<file path="src/rtl/msrv32_wb_port_arbiter.sv">
// Shares the integer register file write port between the WB pipeline stage (priority)
// and a FIFO of long-latency-unit results. Optional starvation guard: WB_STARVE_GUARD_EN.
module msrv32_wb_port_arbiter #(
  parameter int unsigned DEPTH      = 2,
  parameter int unsigned MAX_STARVE = 4
) (
  input  logic                     clk_in,
  input  logic                     rst_in,
  input  logic                     flush_in,
  input  logic                     rf_wr_en_reg_in,
  input  logic [4:0]               rd_addr_reg_in,
  input  logic [31:0]              rd_data_reg_in,
  input  logic                     lu_valid_in,
  input  logic [4:0]               lu_rd_addr_in,
  input  logic [31:0]              lu_data_in,
  output logic                     lu_ready_out,
  output logic                     wr_en_integer_file_out,
  output logic [4:0]               wr_addr_out,
  output logic [31:0]              wr_data_out,
  output logic                     stall_out,
  output logic [$clog2(DEPTH):0]   lu_pending_out
);

  localparam int unsigned AW = $clog2(DEPTH);
  localparam int unsigned CW = AW + 1;

  logic [4:0]    r_mem_addr [DEPTH];
  logic [31:0]   r_mem_data [DEPTH];
  logic [AW-1:0] r_wptr;
  logic [AW-1:0] r_rptr;
  logic [CW-1:0] r_count;

  logic w_full;
  logic w_empty;
  logic w_stall;
  logic w_pipe_wr;
  logic w_pop;
  logic w_push;

  assign w_full    = (r_count == CW'(DEPTH));
  assign w_empty   = (r_count == '0);
  assign w_pipe_wr = ~rst_in & rf_wr_en_reg_in & ~flush_in & ~w_stall;
  assign w_pop     = ~rst_in & ~w_pipe_wr & ~w_empty;

  // Ready comes from the registered count only, so a full FIFO never pushes on a pop cycle.
  assign lu_ready_out   = ~rst_in & ~w_full;
  assign w_push         = lu_valid_in & lu_ready_out;
  assign lu_pending_out = r_count;
  assign stall_out      = w_stall;

  // Write port select: pipeline first, FIFO head in idle slots; x0 writes keep the slot.
  always_comb begin
    wr_en_integer_file_out = 1'b0;
    wr_addr_out            = '0;
    wr_data_out            = '0;
    if (w_pipe_wr) begin
      wr_en_integer_file_out = (rd_addr_reg_in != 5'd0);
      wr_addr_out            = rd_addr_reg_in;
      wr_data_out            = rd_data_reg_in;
    end else if (w_pop) begin
      wr_en_integer_file_out = (r_mem_addr[r_rptr] != 5'd0);
      wr_addr_out            = r_mem_addr[r_rptr];
      wr_data_out            = r_mem_data[r_rptr];
    end
  end

  always_ff @(posedge clk_in) begin
    if (w_push) begin
      r_mem_addr[r_wptr] <= lu_rd_addr_in;
      r_mem_data[r_wptr] <= lu_data_in;
    end
  end

  always_ff @(posedge clk_in) begin
    if (rst_in) begin
      r_wptr  <= '0;
      r_rptr  <= '0;
      r_count <= '0;
    end else begin
      if (w_push) r_wptr <= AW'(r_wptr + AW'(1));
      if (w_pop)  r_rptr <= AW'(r_rptr + AW'(1));
      case ({w_push, w_pop})
        2'b10:   r_count <= CW'(r_count + CW'(1));
        2'b01:   r_count <= CW'(r_count - CW'(1));
        default: r_count <= r_count;
      endcase
    end
  end

`ifdef WB_STARVE_GUARD_EN
  logic [3:0] r_starve;
  logic       r_stall;
  logic       w_blocked;

  assign w_blocked = ~w_empty & ~w_pop;
  assign w_stall   = r_stall;

  // Count consecutive blocked cycles; the MAX_STARVE-th one forces a one-cycle stall.
  always_ff @(posedge clk_in) begin
    if (rst_in) begin
      r_starve <= '0;
      r_stall  <= 1'b0;
    end else if (w_blocked) begin
      r_starve <= 4'(r_starve + 4'd1);
      r_stall  <= (r_starve == 4'(MAX_STARVE - 1));
    end else begin
      r_starve <= '0;
      r_stall  <= 1'b0;
    end
  end
`else
  assign w_stall = 1'b0;
`endif

endmodule
</file>
<file path="config.mk">
export PLATFORM = sky130hd
export DESIGN_NAME = msrv32_wb_port_arbiter
export DESIGN_NICKNAME = d
export VERILOG_FILES = /design/src/rtl/msrv32_wb_port_arbiter.sv
export SDC_FILE = /design/constraint.sdc
export NUM_CORES = 1
export LEC_CHECK = 0
export CAP_MARGIN = 25
export CORE_MARGIN = 2
export CORE_UTILIZATION = 35
export DETAILED_ROUTE_END_ITERATION = 10
export PLACE_DENSITY_LB_ADDON = 0.1
export SLEW_MARGIN = 10
export SYNTH_ARGS = -nofsm -noshare
export SYNTH_HDL_FRONTEND = slang
export SYNTH_SLANG_ARGS = --single-unit
</file>
<file path="constraint.sdc">
create_clock -name clk_in -period 4.15 [get_ports clk_in]
set_input_delay 0.83 -clock clk_in [delete_from_list [all_inputs] [get_ports clk_in]]
set_output_delay 0.83 -clock clk_in [all_outputs]
set_load 0.03 [all_outputs]
</file>
==> out/qor.csv, run 1 <==
stage,metric,value,unit
outcome,status,"complete, no violations",
sta,final setup violation count,0,
setup_path,Setup crit end kind,primary output,
sta,maximum clock frequency,264.5,MHz
placed_design,GPL Wtd Cong,0.7120,
logic_synthesis,Synth Register Bits,79,
clock_network,postcts setup bufs,0,
logic_synthesis,Post-Synthesis Cell Area,3364,sq um
global_route,vias in the first global route,2179,
logic_synthesis,post-synth top area cell,edfxtp_1,
clock_network,clock sinks,79,
sta,Final TNS setup,0,ns
layout,Area Growth Syn to Fin,44.37,%
logic_synthesis,largest cells by area after synthesis,"edfxtp_1, mux2i_1, o21ai_0",
setup_path,Critical Path Most Common Cell,clkdlybuf4s50_1,
layout,layout cells sized above 1,9.890,%
setup_path,CP required,3.32,ns
sta,fin crit share,91.10,%
drt,WL/cell,14.88,um
pwr,PD cells,396.6,nW/um^2
min_path,min-delay worst type,reg -> reg,
setup_path,Critical Path Fanout Max,30,
layout,nets@finish,440,
sta,worst slew pin tran,0.9284,ns
clock_network,CTS tree,built,
clock_network,CTS buffer count,9,
global_route,total gr overflow,0,
global_route,initial antenna violation count,0,
placed_design,IO Port Bufs,119,
placed_design,Place WS,0.3540,ns
drt,Vias,2264,
sta,clock skew,0.007177,ns
clock_network,clk slew on worst S/H paths,0.08,ns
logic_synthesis,syn avg cell area,14.20,sq um
floorplan,die height,102.0,um
logic_synthesis,share of the synthesized area in the top cell type,66.05,%
setup_path,element type at the critical path start,input port,
layout,"commonest non-fill, non-tap cell in the layout",clkdlybuf4s50_1,
logic_synthesis,"Seq/Total Area, Yosys",69.02,%
logic_synthesis,Syn Nets,317,
logic_synthesis,Syn. warnings,0,
floorplan,Die Area,10410,sq um
sta,"Hold Vio Cnt, Final",0,
setup_path,critical-path cell list,"clkdlybuf4s50_1, o21bai_2, or2_4, buf_4, o21ai_0, clkdlybuf4s50_1",
global_route,largest net degree at the start of global routing,38,
clock_network,CTS root buffer,clkbuf_8,
setup_path,critical path depth,6,
setup_path,Worst EP arrival,2.95,ns
drt,initial DRC count,73,
flow_run,max_cap viols,0,
global_route,first-pass GRT wire length,10920,um
setup_path,Crit path max-delay family,buffers and inverters,
clock_network,hold_buf cts,0,
pwr,Leak,0.001580,uW
setup_path,depth of the worst register-to-register path,7,
floorplan,Ports,121,
floorplan,Cell Rows,35,
sta,setup ws final,0.3692,ns
logic_synthesis,Syn Inst Count,237,
global_route,Overall Global Routing Usage,14.25,%
sta,RSZ-0062 raised after global routing,no,
setup_path,WP buf/inv,3,
layout,most frequent cells in the layout,"clkdlybuf4s50_1, edfxtp_1, mux2i_1, nand2_1, o21ai_0",
layout,ANT cells,0,
floorplan,Initial Utilization,36.24,%
sta,"Slew Viols, Final",0,
sta,post-route minimum period,3.781,ns
layout,Final Non-Filler Cells,493,
pwr,peak supply drop,0.2458,mV
floorplan,Die Wd,102.0,um
floorplan,core area,9284,sq um
setup_path,crit path max-delay cell type,clkdlybuf4s50_1,
drt,DR DRC count,0,
drt,Routed Antenna Nets,0,
setup_path,Crit path largest cell delay,0.70,ns
clock_network,H-tree depth,3,
clock_network,worst skew pair latency,0.34,ns
min_path,Hold Path Depth,2,
clock_network,post-cts resize count,0,
placed_design,Post-DP HPWL,5039,um
drt,drt via density,4.592,
drt,1st-pass router iterations,4,
layout,Final Core Density,52.32,%
setup_path,WS Path Type,in -> out,
logic_synthesis,Yosys cell types,30,
clock_network,CTS max path bufs,2,
drt,final wirelength,7334,um
placed_design,Inst Count DP,478,
sta,Slew headroom,38.11,%
[final timing paths]
kind,endpoint,from,slack (ns)
setup / recovery,wr_data_out[6],rst_in,0.37
hold / removal,r_wptr,r_wptr,0.50
hold reg to reg,r_wptr,r_wptr,0.50
setup reg to reg,lu_pending_out[1],lu_pending_out[0],1.99
[state kept, by name (all words and copies together), names as in the netlist, named ones only]
signal and count:
r_wptr 1, lu_pending_out 2, r_rptr 1, r_mem_addr 10
r_mem_data 64
[where the power goes]
part	total (uW)	internal, uW	switching [uW]
logic	451	216	235
registers	946	917	28.5
clock network	530	271	259
total	1930	1400	523
[cell type report]
class / instances / area (sq um)
Tap cell: 129 / 161.4
Sequential cell: 79 / 2323
Timing Repair Buffer: 126 / 1244
Multi-Input combinational cell: 141 / 939.7
Clock inverter: 5 / 50.05
Clock buffer: 10 / 127.6
Inverter: 3 / 11.26
Fill cell: 835 / 4427
[Yosys cell counts, drive strengths merged]
cell and count:
conb 1, ha 1, or2 1, nor3 2, mux2i 37, xor2 1
dfxtp 5, or4 3, o21bai 1, nor3b 1, xnor2 1, and3 1
inv 3, buf 10, a21oi 4, nand2 37, or3 3, nor2b 2
clkbuf 4, or4b 1, o31ai 2, edfxtp 74, o21ai 40, nor2 2
[tightest hold or removal path: stages (launching register included)]
cell and delay [ns]:
dfxtp_1 0.33, o31ai_1 0.06, a21oi_1 0.06
[metrics by stage]
step	area [sq um]	total power, uW	hold slack (ns)
2_1_floorplan	3364	1214	0.4492
3_3_place_gp	4679	1414	0.4651
3_5_place_dp	4679	1421	0.4838
4_1_cts	4857	1948	0.4972
5_1_grt	4857	2015	0.5220
6_report	4857	1926	0.4978
[cells by family (layout without fill, tap and decap cells)]
logic type               after synthesis  count (layout)  share of synthesized area [%]
XOR/XNOR                               2               2                         0.5207
buffers and inverters                 17             144                          3.272
flip-flops                            79              79                          69.02
other                                  1               1                         0.1115
multiplexers                          37              37                          11.01
adder cells (fa/ha/maj)                1               1                         0.3718
AND/OR/NAND/NOR                       53              53                          7.363
AO/OA/AOI/OAI                         47              47                          8.330
[metal layers]
metal	track usage, %	vias to the layer above	share of wire, %
met5	0	-	0
met2	23.68	73	49
met3	3.488	12	6.1
met4	6.462	0	1.7
li1	-	1125	-
met1	17.65	1054	43
Note: power is estimated with default switching activity, not from simulation.
==> inputs of run 2 (changes only) <==
Settings changed: GPL_ROUTABILITY_DRIVEN from default to 0, GPL_TIMING_DRIVEN from default to 0.
==> run 2 against run 1 <==
Effect of this change: sequential share of layout area fell by 1.7 points; power is 11% higher; via count increased by 1.1%; highest routed layer unchanged; cell count grew 2.0%; design area is 3.6% higher; critical endpoint is now wr_en_integer_file_out.
==> out/qor.csv, run 2 (synthesis gave the netlist of run 1 again) <==
stage,metric,value,unit,change
layout,nets@finish,449,,+2.0%
layout,Reg area,2322,sq um,about the same
sta,Final TNS setup,0,ns,unchanged
setup_path,capture point of the worst path,wr_en_integer_file_out,,
setup_path,RR Startpoint,lu_pending_out[0],,
layout,"commonest non-fill, non-tap cell in the layout",clkdlybuf4s50_1,,
pwr,Clock Power Share,34.1,%,+6.6 points
drt,final wirelength,7187,um,-2.0%
floorplan,Die Wd,102.0,um,unchanged
global_route,first-pass GRT wire length,10830,um,-0.82%
pwr,Flop pwr share,43.5,%,-5.6 points
placed_design,Place WS,0.3251,ns,-0.02888 ns
clock_network,clk slew on worst S/H paths,0.08,ns,about the same
global_route,total gr overflow,0,,unchanged
pwr,Internal,1606,uW,+14%
drt,Vias,2289,,+1.1%
global_route,Overall Global Routing Usage,14.32,%,+0.064 points
sta,post-route minimum period,3.802,ns,+0.02130 ns
setup_path,depth of the worst register-to-register path,8,,+1
clock_network,hold_buf cts,0,,unchanged
layout,# fillers,824,,-1.3%
setup_path,worst setup path start,rst_in,,
drt,WL/cell,14.29,um,-4.0%
drt,Routed Antenna Nets,0,,unchanged
layout,ANT cells,0,,unchanged
clock_network,CTS tree,built,,
clock_network,clock sinks,79,,unchanged
sta,"Hold Vio Cnt, Final",0,,unchanged
clock_network,CTS max path bufs,2,,unchanged
floorplan,Cell Rows,35,,unchanged
sta,RSZ-0062 raised after global routing,no,,
global_route,vias in the first global route,2197,,+0.83%
layout,multi-input logic area,933.4,sq um,-0.67%
placed_design,IO Port Bufs,119,,unchanged
setup_path,Critical Path Fanout Max,10,,-67%
global_route,initial antenna violation count,0,,unchanged
placed_design,Post-DP HPWL,5096,um,+1.1%
setup_path,r2r setup slk,2.18,ns,+0.19 ns
sta,fin crit share,91.62,%,+0.51 points
pwr,Comb power frac,22.4,%,-1.0 points
drt,drt via density,4.551,,-0.91%
drt,initial DRC count,66,,-9.6%
floorplan,Ports,121,,unchanged
clock_network,postcts setup bufs,0,,unchanged
floorplan,Initial Utilization,36.24,%,unchanged
setup_path,Worst EP arrival,2.97,ns,+0.02 ns
clock_network,CTS buffer count,9,,unchanged
layout,most frequent cells in the layout,"clkdlybuf4s50_1, edfxtp_1, mux2i_1, nand2_1, o21ai_0",,
pwr,PD cells,425.8,nW/um^2,+7.4%
floorplan,die height,102.0,um,unchanged
setup_path,CP required,3.32,ns,about the same
layout,number of flip-flops in the largest register,64,,unchanged
sta,setup ws final,0.3479,ns,-0.02130 ns
sta,"Slew Viols, Final",0,,unchanged
layout,Area Growth Syn to Fin,49.61,%,
min_path,min-delay worst type,reg -> reg,,
outcome,status,"complete, no violations",,
pwr,Sw Pwr,537.4,uW,+2.8%
flow_run,max_cap viols,0,,unchanged
layout,largest reg by FF count,r_mem_data,,
sta,maximum clock frequency,263.0,MHz,-0.56%
setup_path,element type at the critical path start,input port,,
pwr,Leak,0.001662,uW,+5.2%
setup_path,WS Path Type,in -> out,,
global_route,largest net degree at the start of global routing,21,,-45%
pwr,peak supply drop,0.2338,mV,-4.9%
setup_path,Setup crit end kind,primary output,,
drt,1st-pass router iterations,4,,unchanged
layout,layout cells sized above 1,10.96,%,+1.1 points
floorplan,Die Area,10410,sq um,unchanged
clock_network,H-tree depth,3,,unchanged
sta,clock skew,0.008709,ns,+0.001532 ns
setup_path,FF-to-FF End,lu_pending_out[1],,
sta,final setup violation count,0,,unchanged
clock_network,post-cts resize count,0,,unchanged
floorplan,core area,9284,sq um,unchanged
clock_network,CTS root buffer,clkbuf_8,,
drt,DR DRC count,0,,unchanged
pwr,Sw Ratio,25.07,%,-2.1 points
clock_network,worst skew pair latency,0.35,ns,about the same
-- run 2: cell types whose count changed in the layout (fill, tap and decap cells not counted), sizes merged --
| cell | change |
|---|---|
| buf | +5 |
| bufinv | +3 |
| clkbuf | +4 |
| clkinv | -2 |
-- run 2: final cells by class --
cell class | count | share of cell area (%)
Clock inverter | 6 | 2.635
Sequential cell | 79 | 46.13
Clock buffer | 10 | 2.535
Inverter | 3 | 0.2237
Timing Repair Buffer | 121 | 24.76
Multi-Input combinational cell | 141 | 18.54
Tap cell | 129 | 3.207
Buffer | 14 | 1.964
-- run 2: metal layers --
metal | share of wire [%] | global-route usage, % | vias up
met3 | 6.4 | 4.036 | 11
met2 | 48 | 23.89 | 71
met4 | 1.7 | 7.077 | 0
met5 | 0 | 0 | -
li1 | - | - | 1144
met1 | 43 | 17.05 | 1063
-- run 2: power by group through the flow --
stage | combinational [uW] | sequential [uW] | clock [uW]
after floorplan | 258 | 957 | 0
after global placement | 476 | 951 | 0
after detailed placement | 490 | 951 | 0
after CTS | 491 | 933 | 747
after global routing | 519 | 936 | 778
final | 481 | 933 | 730
-- run 2: worst min path at each step --
stage	from	endpoint	cells after the start
global placement	r_wptr	r_wptr	2
floorplan	r_wptr	r_wptr	2
global route	r_wptr	r_wptr	2
finish	r_wptr	r_wptr	2
detailed placement	r_wptr	r_wptr	2
CTS	r_wptr	r_wptr	2
-- run 2: critical path, cell delays in order --
cell	delay [ns]
clkdlybuf4s50_1	0.43
buf_6	0.15
nor3b_2	0.19
buf_4	0.21
buf_2	0.24
o21ai_1	0.11
o31ai_1	0.08
clkdlybuf4s50_1	0.73
-- run 2: through the flow --
stage / instance area [sq um] / utilization (%) / instances / total power, uW / hold slack (ns)
after floorplan: 3364 / - / 237 / 1214 / 0.4492
after global placement: 4717 / 50.81 / 485 / 1428 / 0.4642
after detailed placement: 4773 / 51.42 / 487 / 1440 / 0.4827
after CTS: 5034 / 54.22 / 503 / 2171 / 0.4982
after global routing: 5034 / 54.22 / 503 / 2234 / 0.5112
final: 5034 / 54.22 / 503 / 2143 / 0.4918
